## src/rtl/ibex_ex_wb_buffer.sv

```systemverilog
// Two-entry in-order buffer between the EX result and the register-file write port; LSU writes take the port first.
// Entries retire one cycle after acceptance at the earliest; ex_ready_o drops only when both entries are occupied.
module ibex_ex_wb_buffer #(
  parameter bit          DropX0 = 1'b1,
  parameter int unsigned Depth  = 2
) (
  input  logic        clk_i,
  input  logic        rst_ni,
  input  logic        ex_valid_i,
  input  logic [31:0] ex_result_i,
  input  logic [4:0]  ex_rd_addr_i,
  input  logic        ex_rd_we_i,
  output logic        ex_ready_o,
  input  logic        lsu_we_i,
  input  logic [4:0]  lsu_waddr_i,
  input  logic [31:0] lsu_wdata_i,
  input  logic        flush_i,
  output logic        rf_we_o,
  output logic [4:0]  rf_waddr_o,
  output logic [31:0] rf_wdata_o,
  input  logic [4:0]  rs1_addr_i,
  input  logic [4:0]  rs2_addr_i,
  output logic        fwd_rs1_hit_o,
  output logic        fwd_rs2_hit_o,
  output logic [31:0] fwd_rs1_data_o,
  output logic [31:0] fwd_rs2_data_o,
  output logic [15:0] stall_cnt_o
);

  if (Depth != 2) begin : gen_depth_check
    $error("ibex_ex_wb_buffer: only Depth == 2 is supported");
  end

  typedef struct packed {
    logic        valid;
    logic [4:0]  rd_addr;
    logic        rd_we;
    logic [31:0] data;
  } entry_t;

  typedef enum logic [1:0] {
    EMPTY = 2'd0,
    ONE   = 2'd1,
    FULL  = 2'd2
  } state_e;

  state_e      state_q, state_d;
  entry_t      ent_q [2];
  entry_t      ent_d [2];
  entry_t      new_ent;
  logic [15:0] stall_q;
  logic        not_empty;
  logic        enq, deq;
  logic        enq_slot;
  logic        head_drop;
  logic        buf_wr;
  logic        rs1_m1, rs1_m0, rs2_m1, rs2_m0;

  // State register
  always_ff @(posedge clk_i) begin
    if (!rst_ni) begin
      state_q <= EMPTY;
    end else begin
      state_q <= state_d;
    end
  end

  // Next-state logic
  always_comb begin
    state_d = state_q;
    if (flush_i) begin
      state_d = EMPTY;
    end else begin
      case (state_q)
        EMPTY: if (enq) state_d = ONE;
        ONE: begin
          if (enq && !deq)      state_d = FULL;
          else if (!enq && deq) state_d = EMPTY;
        end
        FULL:    if (deq) state_d = ONE;
        default: state_d = EMPTY;
      endcase
    end
  end

  // Output / handshake logic; reset suppresses retirement so pending entries vanish unwritten
  always_comb begin
    ex_ready_o = (state_q != FULL);
    not_empty  = (state_q != EMPTY);
    enq        = ex_valid_i & ex_ready_o & ~flush_i;
    deq        = rst_ni & ~lsu_we_i & not_empty & ~flush_i;
  end

  always_comb begin
    new_ent         = '0;
    new_ent.valid   = 1'b1;
    new_ent.rd_addr = ex_rd_addr_i;
    new_ent.rd_we   = ex_rd_we_i;
    new_ent.data    = ex_result_i;

    // Slot 0 is always the head; the new entry lands behind whatever survives this cycle.
    enq_slot = not_empty & ~deq;

    ent_d[0] = ent_q[0];
    ent_d[1] = ent_q[1];
    if (flush_i) begin
      ent_d[0].valid = 1'b0;
      ent_d[1].valid = 1'b0;
    end else begin
      if (deq) begin
        ent_d[0]       = ent_q[1];
        ent_d[1].valid = 1'b0;
      end
      if (enq) begin
        ent_d[enq_slot] = new_ent;
      end
    end
  end

  always_ff @(posedge clk_i) begin
    if (!rst_ni) begin
      ent_q[0] <= '0;
      ent_q[1] <= '0;
    end else begin
      ent_q[0] <= ent_d[0];
      ent_q[1] <= ent_d[1];
    end
  end

  always_ff @(posedge clk_i) begin
    if (!rst_ni) begin
      stall_q <= '0;
    end else if (lsu_we_i && not_empty && (stall_q != 16'hFFFF)) begin
      stall_q <= stall_q + 16'd1;
    end
  end

  assign stall_cnt_o = stall_q;

  always_comb begin
    head_drop  = DropX0 && (ent_q[0].rd_addr == 5'd0);
    buf_wr     = deq & ent_q[0].rd_we & ~head_drop;
    rf_we_o    = 1'b0;
    rf_waddr_o = '0;
    rf_wdata_o = '0;
    if (lsu_we_i) begin
      rf_we_o    = 1'b1;
      rf_waddr_o = lsu_waddr_i;
      rf_wdata_o = lsu_wdata_i;
    end else if (buf_wr) begin
      rf_we_o    = 1'b1;
      rf_waddr_o = ent_q[0].rd_addr;
      rf_wdata_o = ent_q[0].data;
    end
  end

  function automatic logic fwd_match(input entry_t e, input logic [4:0] a);
    return e.valid & e.rd_we & (e.rd_addr == a) & (a != 5'd0);
  endfunction

  // Slot 1 is always younger than slot 0, so it wins on a double match.
  always_comb begin
    rs1_m1         = fwd_match(ent_q[1], rs1_addr_i);
    rs1_m0         = fwd_match(ent_q[0], rs1_addr_i);
    rs2_m1         = fwd_match(ent_q[1], rs2_addr_i);
    rs2_m0         = fwd_match(ent_q[0], rs2_addr_i);
    fwd_rs1_hit_o  = rs1_m1 | rs1_m0;
    fwd_rs2_hit_o  = rs2_m1 | rs2_m0;
    fwd_rs1_data_o = rs1_m1 ? ent_q[1].data : (rs1_m0 ? ent_q[0].data : 32'd0);
    fwd_rs2_data_o = rs2_m1 ? ent_q[1].data : (rs2_m0 ? ent_q[0].data : 32'd0);
  end

endmodule
```

## config.mk

```make
export PLATFORM = sky130hd
export DESIGN_NAME = ibex_ex_wb_buffer
export DESIGN_NICKNAME = d
export VERILOG_FILES = /design/src/rtl/ibex_ex_wb_buffer.sv
export SDC_FILE = /design/constraint.sdc
export NUM_CORES = 1
export LEC_CHECK = 0
export CORE_MARGIN = 10
export CORE_UTILIZATION = 40
export CTS_CLUSTER_SIZE = 24
export DETAILED_ROUTE_END_ITERATION = 6
export PLACE_DENSITY = 0.76
export SLEW_MARGIN = 20
export SYNTH_ARGS = -nofsm -noshare
export SYNTH_HDL_FRONTEND = slang
export SYNTH_SLANG_ARGS = --single-unit
```

## constraint.sdc

```tcl
create_clock -name clk_i -period 2.56 [get_ports clk_i]
set_input_delay 0.384 -clock clk_i [delete_from_list [all_inputs] [get_ports clk_i]]
set_output_delay 0.384 -clock clk_i [all_outputs]
set_load 0.02 [all_outputs]
```

* After elaboration in Yosys (flattened, before gate mapping)
Memories as Yosys holds them, arrays and structs flattened. Index checks and enable logic that the tools add are counted.
Operators by class: bitwise logic cells 28, mux-type cells 29, reduce and logical (&&, ||, !) cells 14, equality and inequality tests 11, magnitude comparators 2, $add $sub $neg 1
Operator list (number):
- 2-to-1 mux 32 bit | 6
- 2-to-1 mux 39 bit | 3
- 2-to-1 mux 40 bit | 2
- bitwise mux 78 bit | 1
- 2-to-1 mux 78 bit | 1
- 2-to-1 mux 38 bit | 2
- demux 39 bit (select 1 bit) | 1
- equality test 5 bit | 4
- AND 1 bit | 18
- adder 16 x 1 -> 16 bit, second input constant | 1
- != test 16 bit, second input constant | 1
- 2-to-1 mux 5 bit | 2
- nonzero test 5 bit | 2
- 2-to-1 mux 2 bit | 4
- 2-to-1 mux 1 bit | 6
- != test 2 bit, second input constant | 3
- one-hot mux 2 bit (3 select lines) | 1
- logical AND 1 bit | 5
- logical NOT 5 bit | 1
- inverter 1 bit | 5
- OR 1 bit | 4
- != test 3 bit, second input constant | 1
- AND reduction 3 bit | 1
- equality test 2 x 1 -> 1 bit, second input constant | 1
- 8 further kinds | 9
Storage, ports and cells: input bits 90, bits in writable memories 78, flip-flop bits (word level) 18, output and inout port bits 121, memories kept 1
Memories:
- ent_q | depth 2, width 39, read ports 2, clocked after Yosys merged registers in 0, wr ports 2, line 48 | entry_t ent_q [2];

* Logic depth before layout (Yosys ltp)
depth after elaboration 15, gate-level depth with buffers 9, depth with buffers taken out 7

* Worst setup path before layout
No wires, ideal clock.
path kind input port to output port, start point input port rs1_addr_i[1], end point output port fwd_rs1_data_o[10], data required time 2.176 ns, setup slack 0.411 ns, arrival 1.765 ns, stages on the path 5, path buffers 1, path through xor2_1 -> nor4_2 -> buf_2 -> nand3_1 -> o21ai_0
Between the ends: cells in the longest elaborated chain, start to end 5
Ends and longest elaborated chain:
- start: declaration | line 21 | input logic [4:0] rs1_addr_i,
- equality test 5 bit | line 158 | return e.valid & e.rd_we & (e.rd_addr == a) & (a != 5'd0);
- AND 1 bit (2 in a row) | line 158
- 2-to-1 mux 32 bit | line 169 | fwd_rs1_data_o = rs1_m1 ? ent_q[1].data : (rs1_m0 ? ent_q[0].data : 32'd0);
- 2-to-1 mux 32 bit (*) | line 169
- end: declaration | line 25 | output logic [31:0] fwd_rs1_data_o,
Every way passes the cells marked *; elsewhere a longest branch is shown, timed or not.

* Worst setup path after layout
start point input port rs2_addr_i[4], end point output port fwd_rs2_data_o[19]
Between the ends: cells in the longest elaborated chain, start to end 5
Ends and longest elaborated chain:
- start: declaration | line 22 | input logic [4:0] rs2_addr_i,
- equality test 5 bit | line 158
- AND 1 bit (2 in a row) | line 158
- 2-to-1 mux 32 bit | line 170 | fwd_rs2_data_o = rs2_m1 ? ent_q[1].data : (rs2_m0 ? ent_q[0].data : 32'd0);
- 2-to-1 mux 32 bit (*) | line 170
- end: declaration | line 26 | output logic [31:0] fwd_rs2_data_o,
Marked as above.

==> impl_summary.txt <==
----------------------------------------------------
[GRT]
  Global-route wire length before repair ... 39.0 mm
  Global Route met3 Usage ... 0.0754
  GR Layer Usage met1 ... 0.276
  Vias in the first global route ... 6,830
  Number of antenna violations at the first check in global routing ... 2
  GRT Util Overall ... 0.238
  Routing layer with the top usage in global route ... met2
  Met2 track utilization from global routing ... 0.403
  Maximum number of pins on one net before global-route repair ... 48
  Global route total overflow ... 0

[Placed design]
  Pre-CTS WS ... -0.577 ns
  IO buf count ... 210
  Routability Congestion ... roughly 0.85
  Placed cell count ... 1,156
  Final HPWL from detailed placement ... about 16 mm

[Status]
  Result of the run ... finished with violations
  Failing checks ... negative setup slack

[Logic synthesis]
  Mux share of post-synthesis cell area ... 0.0647
  Simple-gate share of the synthesized area ... 0.284
  Number of nets produced by synthesis ... 876
  Number of enable-type register cells in the synthesized netlist ... 0
  Summed instance area of the synthesized netlist ... 0.00617 mm²
  Synth top area cells ... sky130_fd_sc_hd__dfxtp_1 31%, sky130_fd_sc_hd__nand2_1 7.7%, sky130_fd_sc_hd__a221oi_2 6.8%
  Cell accounting for the most synthesized area ... sky130_fd_sc_hd__dfxtp_1
  Share of flip-flops with an asynchronous set or reset ... 0
  Xor and xnor area share after synthesis ... 0.0284
  Post-synthesis adder-cell area fraction ... 0.00406
  Leading register cell type out of synthesis ... sky130_fd_sc_hd__dfxtp_1
  Library cells used by synthesis ... a little over 60
  Avg Inst Size Synth ... 7.87 µm²
  Share of the synthesized area in the top cell type ... 0.311
  Sequential fraction of the synthesis area ... 0.311
  Main combinational cell family by area after synthesis ... simple AND/OR/NAND/NOR gates
  Post-synthesis sequential element count ... 96
  Yosys warnings ... 0
  Gate count of the mapped netlist ... 784
  Complex-gate fraction of the synthesized area ... 0.238

[Timing]
  Final setup violation count ... 2
  Worst clock skew ... 0.00432 ns
  Number of endpoints with negative hold slack in the final report ... 0
  Highest Clock Rate ... a little under 0.4 GHz
  Final Critical Period ... approximately 2.6 ns
  Rel. slew slack ... 0.586
  RSZ-0062 raised after global routing ... true
  Final Max Slew Viols ... 0
  Part of the cycle the worst path needs ... 1.01
  Worst Setup Slack, final ... -0.0278 ns
  Slew at the pin with the worst max-slew slack ... a little over 0.6 ns

[Worst hold path]
  Path type of the worst min-delay path ... flop to flop
  Hold-critical path depth ... 2

[Setup path]
  WP data required ... 2.18 ns
  Nature of the critical path startpoint ... input port
  Worst Setup End Kind ... primary output
  Reg2Reg Capture Point ... ent_q[0][8]$_SDFFE_PN0N_
  Worst setup path class ... input port to primary output
  Startpoint of the lowest-slack register-to-register path ... state_q[1]$_SDFFE_PP0P_
  Critical path origin ... rs2_addr_i[4]
  Worst setup slack for register-to-register paths ... 0.60 ns
  Maximum fanout along the worst path ... 7
  Critical path arrival ... around 2.2 ns
  R2R depth ... 5

[Flow run]
  Count of maximum capacitance violations ... 0

[Layout]
  Number of nets at the end of the flow ... about 1,100
  Number of cells in the finished layout apart from fillers ... 1,199
  FILL cells ... 1,294
  Synthesis-to-layout area growth ... 52.3%
  Share of final-layout standard cells stronger than drive strength 1 ... 0.257

[Clock tree]
  Source-to-sink clock delay at the later pin of the worst-skew pair ... 0.35 ns
  Clock buffer depth ... 2
  Clock sink count ... 96
  TritonCTS clock tree ... done
  Clock Pin Slew Worst Setup and Hold Paths ... 0.07 ns
  CTS HTree Levels ... 3
  Count of hold-fix buffers inserted at cts ... 0
  Root buf cell ... sky130_fd_sc_hd__clkbuf_16
  CTS buffer count ... 9

[Route]
  Violation count after the first detailed-routing iteration ... 685
  Wire per inst ... 21.5 µm
  First-pass DRT Iterations ... 7
  DRC ... 0
  Post-route ant nets ... 0
  Via density per instance ... slightly below 6
  Wirelength, routed ... about 26 mm
  Total number of vias ... 7,115

[Power]
  Fraction of power consumed by the clock network ... 0.380
  Cell internal pwr ... ~0.0027 W
  Gate power share ... 0.183
  Worst-case vdd ir drop ... 0.310 mV
  Sequential cell fraction of total power ... 0.438
  Switching fraction of total power ... 0.275
  Static power due to leakage ... roughly 3.8 nW
  Switching power ... 0.00102 W
  Power per cell area ... 395 mW/mm²

[Floorplan]
  Number of top-level design ports ... 211
  Initial core utilization ... 0.407
  Placement Rows ... 45
  Die height ... 144 µm
  Die Width ... 144 µm
  Die area ... just over 0.02 mm²
  Core footprint ... 0.0151 mm²

----------------------------------------------------
[worst max-delay path by stage]
stage,endpoint,slack [ns],cells after the start
final,fwd_rs2_data_o[19],-0.03,11
after global routing,fwd_rs2_data_o[20],-0.08,9
after CTS,fwd_rs1_data_o[7],-0.03,10
after detailed placement,fwd_rs1_data_o[22],-0.58,8
after global placement,fwd_rs1_data_o[22],-0.55,7
after floorplan,fwd_rs1_data_o[10],0.41,5
[synthesized netlist by cell type (all sizes together), types with 2 or more instances]
library cell	instances
mux2i	5
a221oi	37
nand3b	2
dfxtp	96
a21oi	51
and3	32
o211ai	2
a22o	34
clkbuf	44
or2	5
nand3	39
xor2	20
inv	8
buf	33
a211oi	2
a32o	3
nor4	11
nand2	127
ha	2
nand4	36
or4	7
mux2	31
or3	3
nor3	6
nand2b	3
nor2	81
o31ai	9
o21ai	37
[logic make-up after synthesis]
group | count (synthesis)
flops | 96
buf+inv | 85
fa+ha+maj | 2
simple gates | 359
compound gates | 186
mux | 36
xor+xnor | 20
[cells in the final DEF, fill, tap and decap left out, drive strengths merged, types with 2 or more instances in the layout]
| cell type | synthesis | final |
|---|---|---|
| nand3 | 39 | 39 |
| dlygate4sd2 | 0 | 14 |
| nand4 | 36 | 36 |
| nand3b | 2 | 2 |
| inv | 8 | 9 |
| nand2b | 3 | 3 |
| nor3 | 6 | 6 |
| clkbuf | 44 | 15 |
| a21oi | 51 | 51 |
| diode | 0 | 2 |
| clkdlybuf4s15 | 0 | 31 |
| ha | 2 | 2 |
| nor4 | 11 | 11 |
| a221oi | 37 | 37 |
| buf | 33 | 142 |
| a211oi | 2 | 2 |
| o211ai | 2 | 2 |
| and3 | 32 | 32 |
| nand2 | 127 | 127 |
| or4 | 7 | 7 |
| clkinvlp | 0 | 2 |
| o31ai | 9 | 9 |
| o21ai | 37 | 37 |
| or2 | 5 | 5 |
| mux2i | 5 | 5 |
| a22o | 34 | 34 |
| clkdlybuf4s50 | 0 | 94 |
| nor2 | 81 | 81 |
| xor2 | 20 | 20 |
| a32o | 3 | 3 |
| mux2 | 31 | 31 |
| dfxtp | 96 | 96 |
| or3 | 3 | 3 |
[critical path: stages]
cell                            delay [ns]
sky130_fd_sc_hd__dlygate4sd2_1        0.27
sky130_fd_sc_hd__buf_6                0.15
sky130_fd_sc_hd__xor2_4               0.19
sky130_fd_sc_hd__nor4_4               0.07
sky130_fd_sc_hd__buf_4                0.15
sky130_fd_sc_hd__buf_4                0.13
sky130_fd_sc_hd__buf_8                0.13
sky130_fd_sc_hd__buf_4                0.14
sky130_fd_sc_hd__and3_1               0.15
sky130_fd_sc_hd__mux2_2               0.28
sky130_fd_sc_hd__buf_6                0.14
[cell type report]
cell class	instances	area (µm²)	share of cell area
clock inverters	5	65.1	0.00693
diodes	2	5.00	0.000533
clock buffers	11	243	0.0258
inverters	8	30.0	0.00320
repair buffers	286	2880	0.306
multi-input cells	603	4000	0.426
flip-flops and latches	96	1940	0.206
well taps	188	235	0.0250
[power groups by stage]
stage	clock (W)	sequential [W]	combinational [W]
finish	0.00141	0.00162	0.000677
detailed placement	0	0.00165	0.000639
CTS	0.00143	0.00162	0.000660
floorplan	0	0.00163	0.000310
global placement	0	0.00165	0.000631
global route	0.00149	0.00163	0.000717
[layer usage]
layer | part of all wire | vias to the layer above
li1 | - | 3304
met1 | 0.38 | 3389
met2 | 0.48 | 368
met3 | 0.10 | 54
met4 | 0.033 | 0
met5 | 0 | -
[what timing repair did]
item / CTS / global route
endpoints found under the setup margin: 104 / 94
cloned: 8 / 0
resized for setup: 388 / 100
pin swaps: 7 / 5
setup buffers: 14 / 3
[through the flow]
step	instance area [µm²]	TNS (ns)	power [W]	hold slack (ns)	util
finish	9400	-0.0408	0.00371	0.479	0.620
global route	9390	-1.56	0.00384	0.510	0.620
CTS	9230	-0.189	0.00371	0.476	0.609
detailed placement	8660	-41.63	0.00229	0.466	0.572
global placement	8660	-41.43	0.00228	0.461	0.572
floorplan	6170	0	0.00194	0.450	-
No activity file was read; power rests on OpenSTA's default activity.
